==> config.mk <==
export PLATFORM = sky130hd
export DESIGN_NAME = button_conditioner
export DESIGN_NICKNAME = d
export VERILOG_FILES = /design/src/rtl/button_conditioner.sv
export SDC_FILE = /design/constraint.sdc
export NUM_CORES = 1
export LEC_CHECK = 0
export BUFFER_PORTS_ARGS = -buffer_cell sky130_fd_sc_hd__buf_2
export CAP_MARGIN = 5
export CORE_MARGIN = 5
export CORE_UTILIZATION = 40
export DETAILED_ROUTE_END_ITERATION = 6
export PLACE_DENSITY = 0.55
export REMOVE_ABC_BUFFERS = 1
export SLEW_MARGIN = 30
export SYNTH_ARGS = -nofsm -noshare
export SYNTH_HDL_FRONTEND = slang
export SYNTH_SLANG_ARGS = --single-unit
export TNS_END_PERCENT = 20
==> constraint.sdc <==
create_clock -name clk -period 1.67 [get_ports clk]
set_input_delay 0.0835 -clock clk [delete_from_list [all_inputs] [get_ports clk]]
set_output_delay 0.0835 -clock clk [all_outputs]
set_load 0.01 [all_outputs]
==> src/rtl/button_conditioner.sv <==
// Per-button synchroniser, debouncer and press/release edge detector for active-low pushbuttons.
// Define BTN_AUTOREPEAT_EN to add hold-to-auto-repeat; otherwise repeat_pulse is tied low.
module button_conditioner #(
    parameter int N_BTN        = 3,
    parameter int SYNC_STAGES  = 2,
    parameter int DEBOUNCE_CYC = 1_000_000,
    parameter int HOLD_CYC     = 25_000_000,
    parameter int REPEAT_CYC   = 12_500_000,
    parameter int CNT_W        = 26
) (
    input  logic             clk,
    input  logic             rst_n,
    input  logic [N_BTN-1:0] btn_n_raw,
    output logic [N_BTN-1:0] pressed,
    output logic [N_BTN-1:0] press_pulse,
    output logic [N_BTN-1:0] release_pulse,
    output logic [N_BTN-1:0] repeat_pulse,
    output logic [N_BTN-1:0] step_pulse
);

    localparam logic [CNT_W-1:0] DEB_LAST = CNT_W'(DEBOUNCE_CYC - 1);

    for (genvar i = 0; i < N_BTN; i++) begin : g_ch
        logic [SYNC_STAGES-1:0] sync_q;
        logic [CNT_W-1:0]       db_cnt;
        logic                   level_q;
        logic                   press_q;
        logic                   release_q;
        logic                   rep_q;
        logic                   s;
        logic                   accept;
        logic                   level_nxt;

        // Raw input is active-low; flops idle at 1 so reset reads as released.
        always_ff @(posedge clk or negedge rst_n) begin
            if (!rst_n) begin
                sync_q <= '1;
            end else begin
                sync_q <= {sync_q[SYNC_STAGES-2:0], btn_n_raw[i]};
            end
        end

        assign s         = ~sync_q[SYNC_STAGES-1];
        assign accept    = (s != level_q) && (db_cnt == DEB_LAST);
        assign level_nxt = accept ? ~level_q : level_q;

        always_ff @(posedge clk or negedge rst_n) begin
            if (!rst_n) begin
                db_cnt    <= '0;
                level_q   <= 1'b0;
                press_q   <= 1'b0;
                release_q <= 1'b0;
            end else begin
                press_q   <= 1'b0;
                release_q <= 1'b0;
                if (s == level_q) begin
                    db_cnt <= '0;
                end else if (accept) begin
                    db_cnt    <= '0;
                    level_q   <= ~level_q;
                    press_q   <= ~level_q;
                    release_q <= level_q;
                end else begin
                    db_cnt <= db_cnt + 1'b1;
                end
            end
        end

`ifdef BTN_AUTOREPEAT_EN
        typedef enum logic [1:0] {IDLE, HOLD_WAIT, REPEAT} rep_state_t;

        localparam logic [CNT_W-1:0] HOLD_LAST = CNT_W'(HOLD_CYC - 1);
        localparam logic [CNT_W-1:0] REP_LAST  = CNT_W'(REPEAT_CYC - 1);

        rep_state_t       state;
        logic [CNT_W-1:0] rep_cnt;

        // Keyed off the next debounced level so no repeat can land in the first released cycle.
        always_ff @(posedge clk or negedge rst_n) begin
            if (!rst_n) begin
                state   <= IDLE;
                rep_cnt <= '0;
                rep_q   <= 1'b0;
            end else begin
                rep_q <= 1'b0;
                if (!level_nxt) begin
                    state   <= IDLE;
                    rep_cnt <= '0;
                end else begin
                    case (state)
                        IDLE: begin
                            if (accept) begin
                                state   <= HOLD_WAIT;
                                rep_cnt <= '0;
                            end
                        end
                        HOLD_WAIT: begin
                            if (rep_cnt == HOLD_LAST) begin
                                rep_q   <= 1'b1;
                                rep_cnt <= '0;
                                state   <= REPEAT;
                            end else begin
                                rep_cnt <= rep_cnt + 1'b1;
                            end
                        end
                        REPEAT: begin
                            if (rep_cnt == REP_LAST) begin
                                rep_q   <= 1'b1;
                                rep_cnt <= '0;
                            end else begin
                                rep_cnt <= rep_cnt + 1'b1;
                            end
                        end
                        default: begin
                            state   <= IDLE;
                            rep_cnt <= '0;
                        end
                    endcase
                end
            end
        end
`else
        assign rep_q = 1'b0;
`endif

        assign pressed[i]       = level_q;
        assign press_pulse[i]   = press_q;
        assign release_pulse[i] = release_q;
        assign repeat_pulse[i]  = rep_q;
        assign step_pulse[i]    = press_q | rep_q;
    end

endmodule

# Yosys cells after proc, flatten, opt, wreduce, memory -nomap -nowiden
# Index checks and enable logic that the tools add are counted.
# op_classes
add_sub_neg	3
n_eq_ne	9
n_mux	18
bitwise_logic	9
n_reduce_logical	6
# op_table
op	n
$mux 26	6
$add 26x1->26 const B	3
$eq 26x20->1 const B	3
$mux 1	12
$not 1->1	9
$reduce_and 2->1	3
$eq 1x1->1	3
$logic_and 1x1->1	3
$ne 1x1->1	3
# word_totals
regBits	93
input_bits	5
word_cells	60

# Logic depth before layout (Yosys ltp)
# Gate-level depths: netlist (run 1).
# logic_depth
word_depth	5
mapped_depth	6
mapped_depth_nobuf	5

# Worst setup path before layout (run 1)
# No wires, ideal clock.
# synth_timing
path_kind	reg-to-reg
startpoint	reg g_ch[1].db_cnt[23]
endpoint	reg g_ch[1].db_cnt[23]
setup_ns	0.130
t_arrival_ns	1.707
required_time_ns	1.540
path_slack_ns	-0.166
stages_incl_launch_ff	5
period_less_slack_ns	1.836
cell_sequence	dfrtp_1 or4b_2 o41ai_2 buf_4 a21oi_1
# synth_between
elab_chain_len	4
# synth_rtl
item	line_no	source
start, declared	25	logic [CNT_W-1:0] db_cnt;
start signal, assigned	64	db_cnt <= db_cnt + 1'b1;
parallel branches: the longest is 2 deep, another holds $add 26x1->26	--	
$mux 26 (*)	58	end else if (accept) begin
$mux 26 (*)	56	if (s == level_q) begin
# Mark *: on every way between the ends.
# A chain may end at the register's enable or synchronous reset.

# Worst setup path in the final report (run 1)
# layout_timing
startpoint	reg g_ch[1].db_cnt[0]
endpoint	reg g_ch[1].db_cnt[22]
# The elaborated chain is that of the path after synthesis.

==> results of run 1 <==
per-stage QoR:
stage          util [%]  power (mW)  TNS (ns)  worst slack, ns  hold slack [ns]
6_report           55.1        4.56     -5.73           -0.163            0.231
5_1_grt            55.1        4.75    -10.13           -0.256            0.293
4_1_cts            53.9        4.62     -4.70           -0.169            0.239
3_5_place_dp       49.1        2.57     -7.23           -0.211           0.0722
3_3_place_gp       49.1        2.56     -6.97           -0.187           0.0701
2_1_floorplan         -        2.42    -44.81           -0.763           -0.212
worst paths after layout:
| kind | from | endpoint | depth (start not counted) |
|---|---|---|---|
| min reg2reg | g_ch[1].sync_q[0] | g_ch[1].sync_q[1] | 0 |
| min in group clk | g_ch[1].sync_q[0] | g_ch[1].sync_q[1] | 0 |
| max reg2reg | g_ch[1].db_cnt[0] | g_ch[1].db_cnt[22] | 5 |
| min | rst_n | g_ch[1].db_cnt[16] | 2 |
| max | g_ch[1].db_cnt[0] | g_ch[1].db_cnt[22] | 5 |
| max in group asynchronous | rst_n | g_ch[1].sync_q[0] | 3 |
state kept, by name, summed over array words and instances (netlist names):
register,count
g_ch.release_q,3
g_ch.level_q,3
g_ch.press_q,3
g_ch.sync_q,6
g_ch.db_cnt,78
logic make-up after synthesis:
kind of cell / after synthesis
multiplexers: 2
AO/OA/AOI/OAI: 75
flip-flops: 93
AND/OR/NAND/NOR: 213
other: 1
adder cells (fa/ha/maj): 6
XOR/XNOR: 40
buffers and inverters: 43
per-layer routing:
layer | GRT usage, % | share of wire, % | vias up
met5 | 0 | 0 | -
li1 | - | - | 1986
met4 | 7.53 | 2.1 | 0
met1 | 22.7 | 48 | 1953
met3 | 2.63 | 2.2 | 14
met2 | 26.5 | 48 | 36
repair_timing:
action,CTS,global route
endpoints found under the hold margin,31,0
resized for setup,32,28
pin swaps,24,11
gates cloned,2,1
setup buffers,9,3
setup endpoints to repair,82,82
hold buffers,4,0
synthesized netlist by cell type (all sizes together), types with 10 or more instances:
| cell type | number |
|---|---|
| nor2 | 43 |
| nand4 | 35 |
| or3 | 12 |
| xnor2 | 14 |
| nand2 | 27 |
| o31ai | 25 |
| inv | 12 |
| o21ai | 14 |
| xor2 | 26 |
| buf | 24 |
| a21oi | 35 |
| and3 | 10 |
| or4 | 27 |
| dfrtp | 87 |
| nand3 | 22 |
| and4 | 11 |
final cells by class:
type / count / area share [%]
multi-input combinational: 340 / 37.3
sequential: 93 / 36.9
timing repair buffer: 140 / 17.6
clock buffer: 16 / 4.61
tap: 143 / 2.83
inverter: 12 / 0.712
power by group through the flow:
stage	Sequential [mW]	Combinational, mW	Clock, mW
2_1_floorplan	2.35	0.0684	0
6_report	2.30	0.246	2.01
3_5_place_dp	2.35	0.223	0
4_1_cts	2.30	0.243	2.07
5_1_grt	2.31	0.276	2.16
3_3_place_gp	2.34	0.220	0
==> results.sh, run 1 <==
export IMPL_viasPerCell=5.36
export IMPL_drc=0
export IMPL_setup_viol=52
export IMPL_finalCriticalPeriod_ns=1.83
export IMPL_cts_sink_count=93
export IMPL_placedInstanceArea_um2=5630
export IMPL_pwr_share_clk_pct=44.1
export IMPL_worstSetupPathType="flip-flop to flip-flop"
export IMPL_cpLargestDelayFamily="simple AND/OR/NAND/NOR gates"
export IMPL_critPathArrivalTime_ns=2.11
export IMPL_clk_latency_ns=0.35
export IMPL_netlist_instances=473
export IMPL_synth_top_family_by_area="simple AND/OR/NAND/NOR gates"
export IMPL_ys_seq_elements=93
export IMPL_p_switching_mw=1.00
export IMPL_path_cells="ha_1 > nand4_1 > or4_4 > or4_4 > a21oi_2"
export IMPL_antenna_cells=0
export IMPL_multi_input_area_um2=2360
export IMPL_p_per_area_nw_per_um2=722
export IMPL_clkSlewWorstSetupHoldPaths_ns=0.06
export IMPL_maxSlewViolCount=0
export IMPL_drv_cap=0
export IMPL_hold_class="primary input to asynchronous set/reset pin"
export IMPL_dp_cells=709
export IMPL_synth_compound_area_share_pct=9.75
export IMPL_dieArea_um2=14000
export IMPL_htreeDepth=3
export IMPL_final_common_cell="buf_4"
export IMPL_final_cells=744
export IMPL_coreArea_um2=11500
export IMPL_grt_max_degree=34
export IMPL_drt_pass1_iter_count=4
export IMPL_synthMuxAreaShare_pct=0.426
export IMPL_rsz0062_at_grt="true"
export IMPL_cts_tree="built"
export IMPL_finClkSkew_ns=0.00556
export IMPL_p_leak_nw=2.72
export IMPL_stdcell_area_um2=6320
export IMPL_portBuffers=16
export IMPL_max_clock_path_buffers=2
export IMPL_placementRows=39
export IMPL_drtAntennaViolNets=0
export IMPL_die_x_um=118
export IMPL_grt_usage_pct=16.8
export IMPL_r2r_slack_ns=-0.16
export IMPL_ctsRootBufferMaster="clkbuf_16"
export IMPL_crit_path_end_kind="flip-flop"
export IMPL_syn_area_um2=4700
export IMPL_failed_checks="negative setup slack"
export IMPL_path_buf_inv=0
export IMPL_cp_start_kind="flip-flop"
export IMPL_ys_top_cells_by_area="dfrtp_1 (46%), xor2_1 (4.8%), nand4_1 (4.5%), o31ai_1 (3.8%), or4_1 (3.8%)"
export IMPL_max_freq_mhz=545
export IMPL_nFillCells=1005
export IMPL_synth_top_cell_area_share_pct=46.4
export IMPL_cpMaxStageDelayCell="or4_4"
export IMPL_crit_fanout=5
export IMPL_synth_adder_area_share_pct=1.60
export IMPL_synthSimpleGateAreaFrac_pct=26.0
export IMPL_pwr_share_comb_pct=5.4
export IMPL_synthXorXnorAreaFrac_pct=7.46
export IMPL_period_share_pct=110
export IMPL_area_growth_synth_to_final_pct=34.6
export IMPL_finalHoldViolCount=0
export IMPL_cpPeakStageDelay_ns=0.53
export IMPL_setup_ws_ns=-0.163
export IMPL_die_height_um=118
export IMPL_pwr_share_seq_pct=50.5
export IMPL_yosysTopAreaCell="dfrtp_1"
export IMPL_grt_pass1_vias=4025
export IMPL_yosysWarnings=0
export IMPL_dr_total_vias=3989
export IMPL_async_flop_share_pct=100
export IMPL_worstPathRequired_ns=1.95
export IMPL_routed_wl_um=11300
export IMPL_mostFrequentLayoutCells="buf_4 (106), dfrtp_1 (87), nor2_1 (38)"
export IMPL_io_pins=20
export IMPL_synth_edf_count=0
export IMPL_outcome="finished with violations"
export IMPL_grt_pass1_wl_um=19500
export IMPL_antenna_found_initial=0
export IMPL_start_util_pct=41.0
export IMPL_ys_seq_area_share_pct=49.7
export IMPL_yosys_most_used_dff="dfrtp_1"
export IMPL_final_seq_area_um2=2330
export IMPL_crit_top_cell="or4_4"
export IMPL_dp_hpwl_um=7740
export IMPL_cts_buffers=9
export IMPL_routedWlPerCell_um=15.2
export IMPL_synth_area_per_cell_um2=9.93
export IMPL_sw_frac_of_total_pct=22.0
export IMPL_drive_gt1_share_pct=33.8
export IMPL_place_gp_congestion=0.794
export IMPL_drt_initial_drc_count=157
export IMPL_cellInternalPower_mw=3.56
export IMPL_grt_overflow=0
export IMPL_num_nets_final=607
export IMPL_ir_drop_v=0.000568
export IMPL_synth_cell_types=37
Note: power is estimated with default switching activity, not from simulation.
==> run 2: changes to the inputs <==
--- a/config.mk
+++ b/config.mk
@@ -5,7 +5,7 @@
 export SDC_FILE = /design/constraint.sdc
 export NUM_CORES = 1
 export LEC_CHECK = 0
-export BUFFER_PORTS_ARGS = -buffer_cell sky130_fd_sc_hd__buf_2
+export BUFFER_PORTS_ARGS = -buffer_cell sky130_fd_sc_hd__buf_4
 export CAP_MARGIN = 5
 export CORE_MARGIN = 5
 export CORE_UTILIZATION = 40
==> run 2 against run 1 <==
Against the previous run: the run still ends with negative setup slack left; power grew 4.9%; count of clock-buffer cells in the layout shrank 6; sequential share of layout area grew 0.12 points; sequential power is essentially flat; worst setup slack lost 0.0078 ns; flip-flop and latch count is the same; critical endpoint is now g_ch[1].db_cnt[13]; utilization shrank 0.065 points; largest power group unchanged; combinational power is essentially flat; register-to-register slack is essentially flat.
==> results.sh, run 2 (synthesis gave the netlist of run 1 again) <==
export IMPL_outcome="finished with violations"
export IMPL_failed_checks="negative setup slack"
export IMPL_routed_wl_um=11700
export IMPL_viasPerCell=5.53
export IMPL_antenna_found_initial=0
export IMPL_drt_initial_drc_count=299
export IMPL_cts_buffers=9
export IMPL_die_height_um=118
export IMPL_dr_total_vias=4066
export IMPL_nFillCells=1023
export IMPL_cts_sink_count=93
export IMPL_period_share_pct=110
export IMPL_place_gp_congestion=0.876
export IMPL_dieArea_um2=14000
export IMPL_crit_fanout=6
export IMPL_fin_setup_tns_ns=-4.89
export IMPL_reg_top3="g_ch.db_cnt: 78 flops, g_ch.sync_q: 6 flops"
export IMPL_rsz0062_at_grt="true"
export IMPL_grt_pass1_vias=4087
export IMPL_worstSetupPathType="flip-flop to flip-flop"
export IMPL_grt_max_degree=35
export IMPL_hold_class="primary input to asynchronous set/reset pin"
export IMPL_io_pins=20
export IMPL_grt_overflow=0
export IMPL_htreeDepth=3
export IMPL_drt_pass1_iter_count=4
export IMPL_drive_gt1_share_pct=33.6
export IMPL_cts_tree="built"
export IMPL_cp_start_kind="flip-flop"
export IMPL_mostFrequentLayoutCells="buf_4 (114), dfrtp_1 (83), nor2_1 (40)"
export IMPL_max_freq_mhz=543
export IMPL_worstPathRequired_ns=1.91
export IMPL_setup_ws_ns=-0.171
export IMPL_placedInstanceArea_um2=5600
export IMPL_antenna_cells=0
export IMPL_drtAntennaViolNets=0
export IMPL_grt_usage_pct=16.9
export IMPL_max_clock_path_buffers=2
export IMPL_start_util_pct=41.0
export IMPL_die_x_um=118
export IMPL_area_growth_synth_to_final_pct=34.4
export IMPL_stdcell_area_um2=6310
export IMPL_p_leak_nw=2.70
export IMPL_critPathArrivalTime_ns=2.08
export IMPL_num_nets_final=598
export IMPL_clkSlewWorstSetupHoldPaths_ns=0.07
export IMPL_final_common_cell="buf_4"
export IMPL_placementRows=39
export IMPL_setup_viol=47
export IMPL_p_per_area_nw_per_um2=758
export IMPL_ir_drop_v=0.000695
export IMPL_drv_cap=0
export IMPL_dp_hpwl_um=7950
export IMPL_regMostFlops="g_ch.db_cnt"
export IMPL_ctsRootBufferMaster="clkbuf_16"
export IMPL_finalCriticalPeriod_ns=1.84
export IMPL_coreArea_um2=11500
export IMPL_portBuffers=16
export IMPL_clk_latency_ns=0.36
export IMPL_crit_path_end_kind="flip-flop"
export IMPL_drc=0
export IMPL_grt_pass1_wl_um=19400
export IMPL_maxSlewViolCount=0
export IMPL_largest_register_ffs=78
export IMPL_routedWlPerCell_um=15.9
export IMPL_finClkSkew_ns=0.0109
export IMPL_finalHoldViolCount=0
export IMPL_r2r_cells=5
## run 2: changes by cell type in the layout (fill, tap and decap cells not counted), sizes merged
cell	before	now
clkinvlp	0	1
clkbuf	16	11
buf	136	126
bufinv	0	2
clkinv	0	3
## run 2: metal layers
| layer | vias up | global-route usage (%) | part of all wire [%] | routed length [um] |
|---|---|---|---|---|
| met1 | 2016 | 22.1 | 45 | 5220 |
| li1 | 1969 | - | - | - |
| met4 | 0 | 6.45 | 1.8 | 212 |
| met2 | 64 | 26.7 | 50 | 5840 |
| met3 | 17 | 4.58 | 3.8 | 444 |
| met5 | - | 0 | 0 | 0 |
## run 2: power breakdown
| group | leakage, nW | internal [mW] | switching, mW | total (mW) |
|---|---|---|---|---|
| logic | 1.27 | 0.105 | 0.141 | 0.246 |
| clock network | 0.158 | 1.35 | 0.887 | 2.24 |
| registers | 1.26 | 2.28 | 0.0212 | 2.30 |
## run 2: cell type report
class	count	area, um2	area share (%)
Sequential cell	93	2340	37.1
Clock inverter	6	86.3	1.37
Clock buffer	10	239	3.78
Timing Repair Buffer	131	1080	17.1
Tap cell	143	179	2.83
Multi-Input combinational cell	340	2340	37.1
Inverter	12	45.0	0.713
## run 2: worst paths after layout
check	slack (ns)	endpoint	startpoint
max in group asynchronous	0.86	g_ch[0].sync_q[0]	rst_n
setup / recovery	-0.17	g_ch[1].db_cnt[13]	g_ch[1].db_cnt[8]
hold / removal	0.22	g_ch[1].db_cnt[17]	rst_n
min in group clk	0.36	g_ch[0].sync_q[1]	g_ch[0].sync_q[0]
setup reg to reg	-0.17	g_ch[1].db_cnt[13]	g_ch[1].db_cnt[8]
hold reg to reg	0.36	g_ch[0].sync_q[1]	g_ch[0].sync_q[0]
## run 2: through the flow
step                      total power, mW  hold WS (ns)  util, %  cells  setup slack, ns
after CTS                            4.85         0.233     53.6    730           -0.162
after global placement               2.56        0.0626     48.8    701           -0.146
final                                4.79         0.219     55.1    735           -0.171
after floorplan                      2.42        -0.212        -    444           -0.763
after detailed placement             2.56        0.0594     48.8    701           -0.199
after global routing                 4.97         0.265     55.1    735           -0.232
## run 2: worst max-delay path: stages (launching register included)
cell and delay (ns):
dfrtp_1 0.42, or4b_4 0.56, o41ai_4 0.35, buf_4 0.20, clkbuf_16 0.16, a21oi_1 0.04
## run 2: what timing repair did
item,4_1_cts,5_1_grt
endpoints found under the hold margin,31,0
setup buffers,7,3
resized for setup,25,33
setup endpoints to repair,70,82
cloned,2,2
pin swaps,17,19
hold buffers,4,0
==> run 3: changes to the inputs <==
--- a/config.mk
+++ b/config.mk
@@ -8,10 +8,11 @@
 export BUFFER_PORTS_ARGS = -buffer_cell sky130_fd_sc_hd__buf_4
 export CAP_MARGIN = 5
 export CORE_MARGIN = 5
-export CORE_UTILIZATION = 40
+export CORE_UTILIZATION = 50
 export DETAILED_ROUTE_END_ITERATION = 6
-export PLACE_DENSITY = 0.55
+export PLACE_DENSITY = 0.66
 export REMOVE_ABC_BUFFERS = 1
+export SETUP_SLACK_MARGIN = 0.4
 export SLEW_MARGIN = 30
 export SYNTH_ARGS = -nofsm -noshare
 export SYNTH_HDL_FRONTEND = slang
==> run 3 against run 2 <==
Against the previous run: the run still ends with negative setup slack left; clock power shrank 25%; clock skew grew 0.00084 ns; combinational power grew 4%; wire length shrank 8.2%; largest power group unchanged; flip-flop and latch count is the same; register-to-register slack is essentially flat; design area shrank 2.0%; via count shrank 2.9%; worst setup slack lost 0.010 ns.
==> results.sh, run 3 (synthesis gave the netlist of run 1 again) <==
export IMPL_grt_overflow=0
export IMPL_area_growth_synth_to_final_pct=31.7
export IMPL_dp_hpwl_um=6980
export IMPL_setup_ws_ns=-0.182
export IMPL_ctsRootBufferMaster="clkbuf_8"
export IMPL_clkSlewWorstSetupHoldPaths_ns=0.08
export IMPL_dieArea_um2=11400
export IMPL_fin_setup_tns_ns=-3.68
export IMPL_portBuffers=16
export IMPL_critPathArrivalTime_ns=2.15
export IMPL_cp_start_kind="flip-flop"
export IMPL_multi_input_area_um2=2460
export IMPL_fin_util_pct=67.3
export IMPL_dr_total_vias=3950
export IMPL_final_cells=689
export IMPL_routedWlPerCell_um=15.6
export IMPL_dp_cells=658
export IMPL_grt_pass1_wl_um=18300
export IMPL_grt_usage_pct=20.0
export IMPL_cpLargestDelayFamily="simple AND/OR/NAND/NOR gates"
export IMPL_path_buf_inv=0
export IMPL_grt_met1_usage_pct=25.7
export IMPL_placementRows=35
export IMPL_start_util_pct=51.1
export IMPL_grt_pass1_vias=3916
export IMPL_top_usage_layer="met2"
export IMPL_die_height_um=107
export IMPL_max_clock_path_buffers=2
export IMPL_post_place_ws_ns=-0.199
export IMPL_cpMaxStageDelayCell="or4_4"
export IMPL_stdcell_area_um2=6190
export IMPL_drt_initial_drc_count=120
export IMPL_reg_top3="g_ch.db_cnt: 78 flops, g_ch.sync_q: 6 flops"
export IMPL_finClkSkew_ns=0.0117
export IMPL_p_per_area_nw_per_um2=685
export IMPL_antenna_cells=0
export IMPL_regMostFlops="g_ch.db_cnt"
export IMPL_num_nets_final=584
export IMPL_crit_path_end_kind="flip-flop"
export IMPL_maxSlewViolCount=0
export IMPL_drt_pass1_iter_count=4
export IMPL_antenna_found_initial=0
export IMPL_p_leak_nw=2.56
export IMPL_drc=0
export IMPL_r2r_cells=4
export IMPL_worstMarginPinSlew_ns=0.505
export IMPL_ir_drop_v=0.000507
export IMPL_cpPeakStageDelay_ns=0.56
export IMPL_period_share_pct=111
export IMPL_slew_headroom_pct=66.3
export IMPL_drv_cap=0
export IMPL_crit_cells=4
export IMPL_placedInstanceArea_um2=5480
export IMPL_final_common_cell="buf_4"
export IMPL_outcome="finished with violations"
export IMPL_cts_tree="built"
export IMPL_viasPerCell=5.73
export IMPL_nFillCells=718
export IMPL_failed_checks="negative setup slack"
export IMPL_max_freq_mhz=540
export IMPL_largest_register_ffs=78
export IMPL_place_gp_congestion=0.868
export IMPL_hold_class="primary input to asynchronous set/reset pin"
export IMPL_finalHoldViolCount=0
export IMPL_whs_ns=0.290
export IMPL_crit_top_cell="or4_4"
export IMPL_clk_latency_ns=0.37
export IMPL_io_pins=20
export IMPL_worstPathRequired_ns=1.97
export IMPL_drive_gt1_share_pct=36.0
export IMPL_crit_fanout=3
export IMPL_drtAntennaViolNets=0
export IMPL_final_seq_area_um2=2340
export IMPL_routed_wl_um=10800
export IMPL_mostFrequentLayoutCells="buf_4 (98), dfrtp_1 (84), nand4_1 (34)"
export IMPL_use_met2_pct=33.5
export IMPL_htreeDepth=3
export IMPL_die_x_um=107
export IMPL_cts_sink_count=93
export IMPL_finalCriticalPeriod_ns=1.85
export IMPL_path_cells="nand4_2 > or4_4 > or4_4 > a21oi_2"
export IMPL_setup_viol=43
export IMPL_met3_usage_pct=4.27
export IMPL_cts_buffers=9
export IMPL_coreArea_um2=9200
export IMPL_rsz0062_at_grt="true"
export IMPL_p_total_mw=4.24
export IMPL_grt_max_degree=94
export IMPL_worstSetupPathType="flip-flop to flip-flop"
run 3: repair_timing:
item | in CTS | in global routing
pin swaps | 57 | 11
gates resized for setup | 64 | 37
setup endpoints to repair | 87 | 87
gates cloned | 2 | 1
hold buffers | 4 | 0
setup buffers | 6 | 2
hold endpoints to repair | 90 | 0
run 3: tightest hold or removal path: stages:
cell           delay, ns
dlygate4sd3_1       0.53
buf_4               0.11
buf_12              0.36
run 3: layout make-up:
| type | count | area share, % |
|---|---|---|
| Timing Repair Buffer | 117 | 15.8 |
| Inverter | 12 | 0.728 |
| Multi-Input combinational cell | 340 | 39.8 |
| Clock inverter | 5 | 1.33 |
| Sequential cell | 93 | 37.8 |
| Clock buffer | 11 | 2.29 |
| Tap cell | 111 | 2.24 |
run 3: layer usage:
layer  vias to the layer above  wire (um)
met5                         -          0
met4                         0        214
met3                        20        372
met2                        65       5280
met1                      1930       4900
li1                       1935          -
run 3: power by group:
group | internal, mW | switching, mW | total [mW]
Clock | 0.890 | 0.790 | 1.68
Combinational | 0.104 | 0.150 | 0.255
Sequential | 2.28 | 0.0211 | 2.30
Total | 3.28 | 0.962 | 4.24
run 3: worst paths after layout:
check,from,endpoint,slack (ns)
min in group clk,g_ch[0].sync_q[0],g_ch[0].sync_q[1],0.35
max in group asynchronous,rst_n,g_ch[0].db_cnt[8],0.96
min,rst_n,g_ch[2].db_cnt[19],0.29
max reg2reg,g_ch[1].db_cnt[5],g_ch[1].db_cnt[22],-0.18
max,g_ch[1].db_cnt[5],g_ch[1].db_cnt[22],-0.18
min reg2reg,g_ch[0].sync_q[0],g_ch[0].sync_q[1],0.35
